### src/rtl/cls_compare_unit.sv
`default_nettype none
// ============================================================================
// Module   : cls_compare_unit
// Purpose  : Lockstep comparator for a master core and two shadow cores;
//            raises a sticky fault flag one cycle after any divergence.
// Revision : 1.0 - initial release
// ============================================================================
module cls_compare_unit (
    input  logic        clk,
    input  logic        rst,
    output logic        fault,

    input  logic        instr_req_ms,
    input  logic [31:0] instr_addr_ms,
    input  logic        data_req_ms,
    input  logic        data_we_ms,
    input  logic [3:0]  data_be_ms,
    input  logic [31:0] data_addr_ms,
    input  logic [31:0] data_wdata_ms,
    input  logic        core_busy_ms,

    input  logic        instr_req_sl1,
    input  logic [31:0] instr_addr_sl1,
    input  logic        data_req_sl1,
    input  logic        data_we_sl1,
    input  logic [3:0]  data_be_sl1,
    input  logic [31:0] data_addr_sl1,
    input  logic [31:0] data_wdata_sl1,
    input  logic        core_busy_sl1,

    input  logic        instr_req_sl2,
    input  logic [31:0] instr_addr_sl2,
    input  logic        data_req_sl2,
    input  logic        data_we_sl2,
    input  logic [3:0]  data_be_sl2,
    input  logic [31:0] data_addr_sl2,
    input  logic [31:0] data_wdata_sl2,
    input  logic        core_busy_sl2
);

    logic w_instr_req_diff;
    logic w_data_req_diff;
    logic w_core_busy_diff;
    logic w_instr_addr_diff;
    logic w_data_ctrl_diff;
    logic w_data_wdata_diff;
    logic w_mis;
    logic r_fault;

    assign w_instr_req_diff  = (instr_req_ms  != instr_req_sl1)  | (instr_req_ms  != instr_req_sl2);
    assign w_data_req_diff   = (data_req_ms   != data_req_sl1)   | (data_req_ms   != data_req_sl2);
    assign w_core_busy_diff  = (core_busy_ms  != core_busy_sl1)  | (core_busy_ms  != core_busy_sl2);
    assign w_instr_addr_diff = (instr_addr_ms != instr_addr_sl1) | (instr_addr_ms != instr_addr_sl2);

    assign w_data_ctrl_diff  = (data_addr_ms != data_addr_sl1) | (data_addr_ms != data_addr_sl2)
                             | (data_we_ms   != data_we_sl1)   | (data_we_ms   != data_we_sl2)
                             | (data_be_ms   != data_be_sl1)   | (data_be_ms   != data_be_sl2);

    assign w_data_wdata_diff = (data_wdata_ms != data_wdata_sl1) | (data_wdata_ms != data_wdata_sl2);

    // Address/data fields are don't-care unless the master is actually requesting.
    assign w_mis = w_instr_req_diff
                 | w_data_req_diff
                 | w_core_busy_diff
                 | (instr_req_ms & w_instr_addr_diff)
                 | (data_req_ms  & w_data_ctrl_diff)
                 | (data_req_ms  & data_we_ms & w_data_wdata_diff);

    always_ff @(posedge clk or posedge rst) begin
        if (rst) begin
            r_fault <= 1'b0;
        end else begin
            r_fault <= r_fault | w_mis;
        end
    end

    assign fault = r_fault;

endmodule
`default_nettype wire

### config.mk
export PLATFORM = sky130hd
export DESIGN_NAME = cls_compare_unit
export DESIGN_NICKNAME = d
export VERILOG_FILES = /design/src/rtl/cls_compare_unit.sv
export SDC_FILE = /design/constraint.sdc
export NUM_CORES = 1
export LEC_CHECK = 0
export ABC_AREA = 1
export BUFFER_PORTS_ARGS = -buffer_cell sky130_fd_sc_hd__buf_2
export CORE_ASPECT_RATIO = 0.5
export CORE_MARGIN = 3
export CORE_UTILIZATION = 30
export CTS_CLUSTER_SIZE = 10
export DETAILED_ROUTE_END_ITERATION = 8
export HOLD_SLACK_MARGIN = 0.15
export PLACE_DENSITY = 0.69
export SLEW_MARGIN = 40
export SYNTH_ARGS = -nofsm -noshare
export SYNTH_HDL_FRONTEND = slang
export SYNTH_SLANG_ARGS = --single-unit
### constraint.sdc
create_clock -name clk -period 1.4 [get_ports clk]
set_input_delay 0.21 -clock clk [delete_from_list [all_inputs] [get_ports clk]]
set_output_delay 0.21 -clock clk [all_outputs]
set_load 0.1 [all_outputs]
---- Yosys cells after proc, flatten, opt, wreduce, memory -nomap -nowiden ----
Cells that the tools add are included.
storage, ports and cells
  register bits ........................... 1
  input port bits ......................... 314
  output and inout bits ................... 1
  logic and storage cells ................. 37
cells by class
  eq/ne operators ......................... 16
  bitwise operators ....................... 20
operator list
  operator      number
  $ne 32x32->1  6
  $or 1x1->1    16
  $ne 1x1->1    8
  $ne 4x4->1    2
  $and 1x1->1   4

---- Logic depth before layout (Yosys ltp) ----
Gate-level depths: netlist (run 1).
  depth in word-level cells ............... 10
  mapped depth ............................ 13
  gate-level depth less buffers ........... 13

---- Worst setup path after synthesis (run 1) ----
No wires, ideal clock.
  path kind ............................... register to register
  start point ............................. reg r_fault (netlist: fault)
  end point ............................... reg r_fault (netlist: fault)
  library setup time ...................... 0.118 ns
  arrival ................................. 1.262 ns
  required time ........................... 1.282 ns
  path slack .............................. 0.020 ns
  stages on the path, launching flop included .. 5
  path buffers ............................ 0
  clock period less this slack ............ 1.380 ns
  path through ............................ dfrtp_1 > a21oi_1 > o2111ai_1 > a21oi_2 > nand2_1
on the way
  longest elaborated chain between the ends .. 1
ends and longest elaborated chain
  element                 RTL line  source
  start, declared         48        logic r_fault;
  start signal, assigned  73        r_fault <= r_fault | w_mis;
  $or 1x1->1              73
Every way passes these cells.

---- Worst setup path in the final report (run 1) ----
  start point ............................. in instr_addr_sl1[6]
  end point ............................... reg r_fault (netlist: fault)
on the way
  longest elaborated chain between the ends .. 7
ends and longest elaborated chain
  element          RTL line  source
  start, declared  23        input logic [31:0] instr_addr_sl1,
  $ne 32x32->1     53        assign w_instr_addr_diff = (instr_addr_ms != instr_addr_sl1) | (instr_addr_ms != instr_addr_sl2);
  $or 1x1->1       53
  $and 1x1->1      65        | (instr_req_ms & w_instr_addr_diff)
  $or 1x1->1       65
  $or 1x1->1       66        | (data_req_ms & w_data_ctrl_diff)
  $or 1x1->1       67        | (data_req_ms & data_we_ms & w_data_wdata_diff);
  $or 1x1->1       73
Every way passes these cells.

==> metrics, run 1 <==
Die W about 150 um; DRC 0; CP Class input pin to register; CP max FO 2; critical path required time around 1300 ps; mapped cell area 3190 um2; Critical R2R Launch fault; Synth area leaders nand2_1 34%, xor2_1 15%, xnor2_1 13%; DIE AREA 12000 um2; P_leak 3.18 nW; Layout area overhead 55.9%; Routed WL per cell 11.1 um; worst vdd ir 0.128 mV; Yosys top cell by area nand2_1; initial drt markers 128; Slew Viols, Final 0; HP Class input pin to register; vias per inst 4.14; setup TNS 0 ps; Tmin final 1360 ps; filler instances 1081; Least-Margin Pin Slew between 400 and 500 ps; Pre-antenna DRT Iters 4; GRT overflow 0; Setup crit start instr_addr_sl1[6]; Fmax achieved 0.736 GHz; fin util 50.3%; layout cell share with drive strength beyond 1 around a third; final hold slack 444 ps; crit-path leading delay family simple AND/OR/NAND/NOR gates; Cells after Synth 681; Startpoint Class input pin; final wirelength 12500 um; Synth Net Count 995; pin count of the biggest net entering global routing 4; CORE AREA 9880 um2; PwrDens 267 nW/um2; # setup viols final 0; CP endpoint kind register; Total GRT Usage about a fifth; final worst path period share a little over nine tenths; Fin. Hold Viols 0; Slew headroom 67.0%; CTS clk-pin slew, worst paths 0 ps; GPL Wtd Cong 0.910; CP max stage delay 230 ps; unrepaired setup endpoints after global routing yes; nets@finish 1313; Critical Path AT between 1000 and 1500 ps; n_diodes 0; vias in the first global route 4491; Seq/Total Area, Yosys less than 1%; CP bufs+invs 1; count of standard-cell rows 25; post-place setup slack -56.6 ps; post-route antenna net violation count 0; slowest CP cell or2_1; Critical Path, Cell by Cell buf_2, or2_1, o21ai_2, nand2_1, nor2_1, nand2_1, nor2_2, nand2_1, a21oi_2, nand2_1; status completed; via count 4687; syn avg cell area 4.69 um2; Final WS setup 41.7 ps; Die Ht 78.9 um; I/O pin total 315; register bit total from synthesis 1; max cap viols 0; final clock skew 0 ps; port bufs around 310; first-pass GRT wire length 19200 um; initial core utilization roughly 32%; Clock Latency Late Sink 0 ps; Synth cell types 22; PnR Total Power 0.00133 W; Synth top area share 34.1%; Hold Startpoint data_req_ms; yosys warns 0; max reg flops 1; DPL Wire Length ~12000 um; most used cell along the critical path nand2_1; antenna violations before repair 0
layout by cell type, fill, tap and decap left out:
cell           count
buf_2            314
nand2_1          289
nor2_1           107
inv_1            103
xor2_1            55
xnor2_1           47
inv_2             24
nand3_1           11
o21ai_1           10
o21ai_0            6
nor2_2             5
nand4_1            4
or2_1              3
a21oi_1            3
nand2_2            2
xnor2_2            2
or2_0              2
o21ai_2            2
nor3_1             1
and3_1             1
o211ai_1           1
o2111ai_1          1
a21oi_2            1
dfrtp_1            1
dlygate4sd3_1      1
buf_4              1
final timing paths:
| kind | endpoint | slack (ps) | depth (start not counted) |
|---|---|---|---|
| max in group asynchronous | fault | 700 | 3 |
| min in group asynchronous | fault | 610 | 3 |
| min | fault | 440 | 3 |
| max | fault | 40 | 10 |
| max reg2reg | fault | 510 | 4 |
| min reg2reg | fault | 600 | 4 |
through the flow:
step,std cells,instance area (um2)
finish,1132,4980
global route,1132,4980
CTS,1132,4960
detailed placement,1131,4940
global placement,1131,4940
floorplan,681,3190
worst min-delay path: stages:
cell	delay, ps
buf_2	100
nand2_1	50
nand2_1	40
Yosys cell counts, drive strengths merged:
| cell | count |
|---|---|
| xor2 | 55 |
| nor2 | 112 |
| o211ai | 1 |
| o21ai | 18 |
| a21oi | 4 |
| nand4 | 4 |
| nand3 | 11 |
| xnor2 | 49 |
| dfrtp | 1 |
| inv | 127 |
| nand2 | 291 |
| or2 | 5 |
| nor3 | 1 |
| o2111ai | 1 |
| and3 | 1 |
where the power goes:
| part | total (W) | internal [W] | switching (W) |
|---|---|---|---|
| sequential | 0.0000294 | 0.0000294 | 0 |
| clock | 0 | 0 | 0 |
| combinational | 0.00130 | 0.000663 | 0.000636 |
| total | 0.00133 | 0.000693 | 0.000636 |
cell type report:
type,count,area (um2),share of cell area [%]
sequential,1,25.0,0.503
timing repair buffer,316,1590,31.9
inverter,127,477,9.58
tap,135,169,3.39
multi-input combinational,553,2720,54.6
routing by layer:
metal / wire length [um] / up-vias / track usage [%]
li1: - / 2612 / -
met1: 5170 / 1928 / 21.8
met2: 6580 / 135 / 38.3
met3: 600 / 12 / 1.36
met4: 180 / 0 / 2.51
met5: 0 / - / 0
what timing repair did:
action | CTS | global route
buffers inserted | 0 | 0
resized for setup | 2 | 6
endpoints found under the hold margin | 1 | 0
cloned | 0 | 0
hold buffers | 1 | 0
pin swaps | 0 | 3
endpoints found under the setup margin | 1 | 1
cell families (layout without fill, tap and decap cells):
logic type	count (synthesis)	count (layout)	share of synthesized area, %
simple gates	425	425	51.5
flops	1	1	0.784
buf+inv	127	443	14.9
compound gates	24	24	4.19
xor+xnor	104	104	28.5
No activity file was read; power rests on OpenSTA's default activity.
==> run 2, diff against run 1 <==
--- a/config.mk
+++ b/config.mk
@@ -13,7 +13,7 @@
 export CTS_CLUSTER_SIZE = 10
 export DETAILED_ROUTE_END_ITERATION = 8
 export HOLD_SLACK_MARGIN = 0.15
-export PLACE_DENSITY = 0.69
+export PLACE_DENSITY = 0.74
 export SLEW_MARGIN = 40
 export SYNTH_ARGS = -nofsm -noshare
 export SYNTH_HDL_FRONTEND = slang
==> run 2 against run 1 <==
Effect of this change:
- sequential share of layout area hardly changed
- design area grew 1.2%
- power increased by 1.9%
- register-to-register slack worse by 60 ps
- worst hold slack gained 17 ps
- via count up 0.21%
- global-route usage increased by 0.096 points
- utilization rose by 0.61 points
- critical path depth is 4 higher
- wire length up 2.2%
- largest cell class unchanged
- highest routed layer unchanged
==> metrics, run 2 (synthesis gave the netlist of run 1 again) <==
Clock Power Share 0%; first-pass GRT wire length roughly 19000 um; Hold Startpoint instr_req_ms; Layout area overhead 57.8%; Final Non-Filler Cells 1132; critical path required time 1280 ps; Fmax achieved approximately 0.72 GHz; CP Class input pin to register; post-CTS setup buffers 0; Total GRT Usage 18.8%; antenna violations before repair 0; port bufs approximately 310; via count 4697; initial drt markers 159; worst vdd ir around 0.13 mV; Reg power frac 2.2%; CP max FO 3; worst reg-to-reg path cell count 4; hold path depth 3; post-place setup slack -59.3 ps; post-route antenna net violation count 0; DIE AREA 12000 um2; Critical R2R Launch fault; Clock Latency Late Sink 0 ps; Startpoint Class input pin; initial core utilization about a third; final hold slack 461 ps; commonest non-fill, non-tap cell in the layout buf_2; Slew Viols, Final 0; vias per inst slightly above 4; DPL Wire Length 11900 um; Die W 152 um; P_leak ~3.2 nW; Tmin final 1390 ps; unrepaired setup endpoints after global routing yes; CP endpoint kind register; Least-Margin Pin Slew 497 ps; Critical Path AT 1270 ps; layout cell share with drive strength beyond 1 between 30% and 40%; CTS clk-pin slew, worst paths 0 ps; switching share of total power a little under half; P_int 0.000705 W; Post-Place Cells 1131; Die Ht 78.9 um; HP Class input pin to register; max reg flops 1; PwrDens 269 nW/um2; Fin. Hold Viols 0; PnR Total Power 0.00135 W; nets@finish 1313; pin count of the biggest net entering global routing 4; sw power 0.000649 W; GPL Wtd Cong 0.912; setup TNS 0 ps; final worst path period share between 90% and 100%; most frequent cells in the layout 310 x buf_2, 288 x nand2_1, 104 x inv_1; Pre-antenna DRT Iters 4; FF-to-FF setup slack approximately 450 ps; hold-critical path endpoint fault; max cap viols 0; final clock skew 0 ps; vias in the first global route approximately 4300; n_diodes 0; Slew headroom between 60 and 70%; count of standard-cell rows 25; Final WS setup 14.9 ps; Logic pwr share 97.8%; I/O pin total 315; status completed; GRT overflow 0; filler instances about 1000; CORE AREA 9880 um2; final wirelength 12800 um; DRC 0; # setup viols final 0; Routed WL per cell 11.3 um; r2r endpoint fault
run 2: cell counts in the layout (fill, tap and decap cells not counted):
No cell type changed its count.
run 2: repair_timing:
action,in CTS,in global routing
pin swaps,3,11
hold buffers,1,0
resized for setup,3,17
endpoints found under the hold margin,1,0
cloned,0,0
setup endpoints to repair,1,1
run 2: metal layers:
layer  vias to the layer above  share of wire [%]  GRT usage [%]
met4                         0                1.5           2.51
met1                      1933                 42           23.2
met3                        16                5.0           1.36
met5                         -                  0              0
met2                       140                 51           36.8
li1                       2608                  -              -
run 2: cell type report:
| class | instances | area [um2] | share of cell area, % |
|---|---|---|---|
| Inverter | 127 | 477 | 9.47 |
| Multi-Input combinational cell | 553 | 2750 | 54.6 |
| Sequential cell | 1 | 25.0 | 0.497 |
| Tap cell | 135 | 169 | 3.35 |
| Timing Repair Buffer | 316 | 1610 | 32.0 |
run 2: how the worst max path moves through the flow:
stage / cells after the start / slack [ps] / start / end
after floorplan: 4 / 20 / fault / fault
after global placement: 10 / -60 / instr_addr_sl1[6] / fault
after detailed placement: 10 / -60 / instr_addr_sl1[6] / fault
after CTS: 10 / -20 / instr_addr_sl1[6] / fault
after global routing: 11 / -120 / data_addr_ms[4] / fault
final: 14 / 10 / data_wdata_ms[14] / fault
run 2: stage by stage:
| stage | cell area (um2) | utilization, % |
|---|---|---|
| 2_1_floorplan | 3190 | - |
| 3_3_place_gp | 4940 | 50.0 |
| 3_5_place_dp | 4940 | 50.0 |
| 4_1_cts | 4970 | 50.2 |
| 5_1_grt | 5040 | 50.9 |
| 6_report | 5040 | 50.9 |
run 2: worst max-delay path, cell delays in order:
cell and delay [ps]:
buf_2 100, inv_2 40, nand2_1 50, nand2_1 70
nor2_2 120, nand2_1 70, nor2_1 150, nand2_1 90
nor2_1 90, nand2_1 70, nand2_2 80, nand2_2 50
nand2_1 50, nand2_1 40
run 2: power by group through the flow:
stage | registers [W] | logic [W] | clock network [W]
finish | 0.0000294 | 0.00132 | 0
global route | 0.0000294 | 0.00150 | 0
CTS | 0.0000294 | 0.00131 | 0
detailed placement | 0.0000294 | 0.00129 | 0
global placement | 0.0000294 | 0.00127 | 0
floorplan | 0.0000294 | 0.000610 | 0
==> run 3, diff against run 2 <==
==> config.mk (replaced) <==
export PLATFORM = sky130hd
export DESIGN_NAME = cls_compare_unit
export DESIGN_NICKNAME = d
export VERILOG_FILES = /design/src/rtl/cls_compare_unit.sv
export SDC_FILE = /design/constraint.sdc
export NUM_CORES = 1
export LEC_CHECK = 0
export BUFFER_PORTS_ARGS = -buffer_cell sky130_fd_sc_hd__buf_2
export CORE_AREA = 3 3 120 122
export CTS_CLUSTER_SIZE = 10
export DETAILED_ROUTE_END_ITERATION = 8
export DIE_AREA = 0 0 123 125
export HOLD_SLACK_MARGIN = 0.15
export PLACE_DENSITY = 0.52
export SLEW_MARGIN = 40
export SYNTH_ARGS = -nofsm -noshare
export SYNTH_HDL_FRONTEND = slang
export SYNTH_SLANG_ARGS = --single-unit
==> run 3 against run 2 <==
Effect of this change:
- the run now ends with negative setup slack left
- synthesized area fell by 39%
- sequential power barely moved
- critical path depth fell by 6
- sequential share of layout area rose by 0.12 points
- maximum frequency fell by 24%
- largest power group unchanged
- cell count fell by 30%
- combinational power fell by 24%
- critical endpoint unchanged
- largest cell class unchanged
==> metrics, run 3 <==
status complete, but fails checks; failing checks negative setup slack; Die W 123 um; Final Non-Filler Cells 793; critical path required time 1260 ps; hold-critical path endpoint fault; CTS clk-pin slew, worst paths 0 ps; Post-DP Area between 3000 and 4000 um2; fin area 4050 um2; commonest non-fill, non-tap cell in the layout buf_2; final worst path period share 131%; GRT overflow 0; final clock skew 0 ps; nets@finish 933; CP max FO 2; CORE AREA 13300 um2; GPL Wtd Cong 0.855; r2r endpoint fault; Post-synth EDFFs 0; Synth top area share 34.0%; initial drt markers 89; Pre-antenna DRT Iters 4; layout cell share with drive strength beyond 1 57.2%; Critical R2R Launch fault; Synth Net Count 595; yosys warns 0; DPL Wire Length between 10000 and 15000 um; antenna violations before repair 0; CP endpoint kind register; Fmax achieved 0.546 GHz; hold path depth 4; Post-Place Cells 792; syn avg cell area just under 7 um2; max cap viols 0; Final WS setup -431 ps; PnR Total Power 0.00103 W; vias per inst 4.32; post-CTS setup buffers 0; worst vdd ir 0.101 mV; Synth area leaders xnor2_1 34%, and3_1 14%, nor3_1 12%; Least-Margin Pin Slew 411 ps; Layout area overhead 107%; via count 3424; Critical Path AT 1690 ps; worst reg-to-reg path cell count 2; Hold Startpoint core_busy_sl1; CP Class input pin to register; DIE AREA 15400 um2; I/O pin total 315; register bit total from synthesis 1; post-route antenna net violation count 0; most numerous cell in the Yosys netlist xnor2_1; unrepaired setup endpoints after global routing yes; Seq/Total Area, Yosys between 1 and 1.5%; Die Ht 125 um; count of standard-cell rows 42; max reg flops 1; Yosys top cell by area xnor2_1; vias in the first global route around 3400; Cells after Synth 281; ys flop type dfrtp_1; setup TNS -431 ps; n_diodes 0; PwrDens 254 nW/um2; Slew headroom 71.9%; port bufs 314; DRC 0; filler instances roughly 1500; Clock Latency Late Sink 0 ps; most frequent cells in the layout 311 x buf_2, 74 x xnor2_1, 44 x and3_1; first-pass GRT wire length 15700 um; final hold slack 583 ps; pin count of the biggest net entering global routing 4; final wirelength approximately 11000 um; Synth cell types 20; P_leak 1.97 nW; Post-synth ARST share 100%; # setup viols final 1; FF-to-FF setup slack 550 ps; most frequent cells after synthesis 76 x xnor2_1, 47 x nor3_1, 44 x and3_1; Fin. Hold Viols 0; initial core utilization 14.7%; Slew Viols, Final 0; Tmin final around 1800 ps; HP Class input pin to register; mapped cell area 1960 um2; Routed WL per cell between 10 and 15 um; Startpoint Class input pin; Total GRT Usage 12.7%
run 3: stage by stage:
stage / worst slack [ps] / utilization [%]
6_report: -431 / 30.5
5_1_grt: -575 / 30.5
4_1_cts: -498 / 30.3
2_1_floorplan: -49.4 / -
3_5_place_dp: -662 / 29.6
3_3_place_gp: -665 / 29.6
run 3: cell type report:
cell class | instances | area, um2 | share of cell area, %
multi-input cells | 279 | 2040 | 50.3
repair buffers | 336 | 1770 | 43.6
well taps | 176 | 220 | 5.43
flip-flops and latches | 1 | 25.0 | 0.617
inverters | 1 | 3.75 | 0.0926
run 3: worst max-delay path by stage:
stage | startpoint | to | slack, ps | cells past startpoint
floorplan | data_be_sl1[3] | fault | -50 | 5
global placement | data_wdata_ms[18] | fault | -670 | 7
detailed placement | data_wdata_sl1[1] | fault | -660 | 8
CTS | data_wdata_sl2[9] | fault | -500 | 8
global route | data_be_sl1[1] | fault | -570 | 7
finish | data_wdata_ms[9] | fault | -430 | 8
run 3: routing by layer:
metal / vias to the layer above / wire length [um] / part of all wire (%) / GRT usage [%]
met1: 1463 / 3870 / 36 / 13.4
met2: 176 / 5930 / 54 / 26.8
met3: 6 / 1010 / 9.3 / 1.63
met5: - / 0 / 0 / 0
li1: 1779 / - / - / -
met4: 0 / 76 / 0.70 / 0.782
run 3: cells by family (layout without fill, tap and decap cells):
logic type,Yosys count,in the layout,synth area share [%]
AO/OA/AOI/OAI,32,32,11.8
XOR/XNOR,94,94,42.1
buffers and inverters,1,337,0.192
flip-flops,1,1,1.28
AND/OR/NAND/NOR,153,153,44.7
run 3: power breakdown:
group	total, W	internal (W)	switching, W
sequential	0.0000294	0.0000294	0
combinational	0.00100	0.000595	0.000407
clock	0	0	0
run 3: critical path: stages:
cell and delay (ps):
buf_2 120, nor3_4 140, o22ai_1 110, nor4_1 320, buf_4 170, nand4_1 140
a2111oi_4 360, o211ai_1 110
run 3: repair_timing:
| action | in CTS | in global routing |
|---|---|---|
| hold buffers | 1 | 0 |
| gates resized for setup | 11 | 5 |
| pin swaps | 10 | 0 |
| endpoints found under the setup margin | 1 | 1 |
| cloned | 0 | 0 |
| hold endpoints to repair | 1 | 0 |
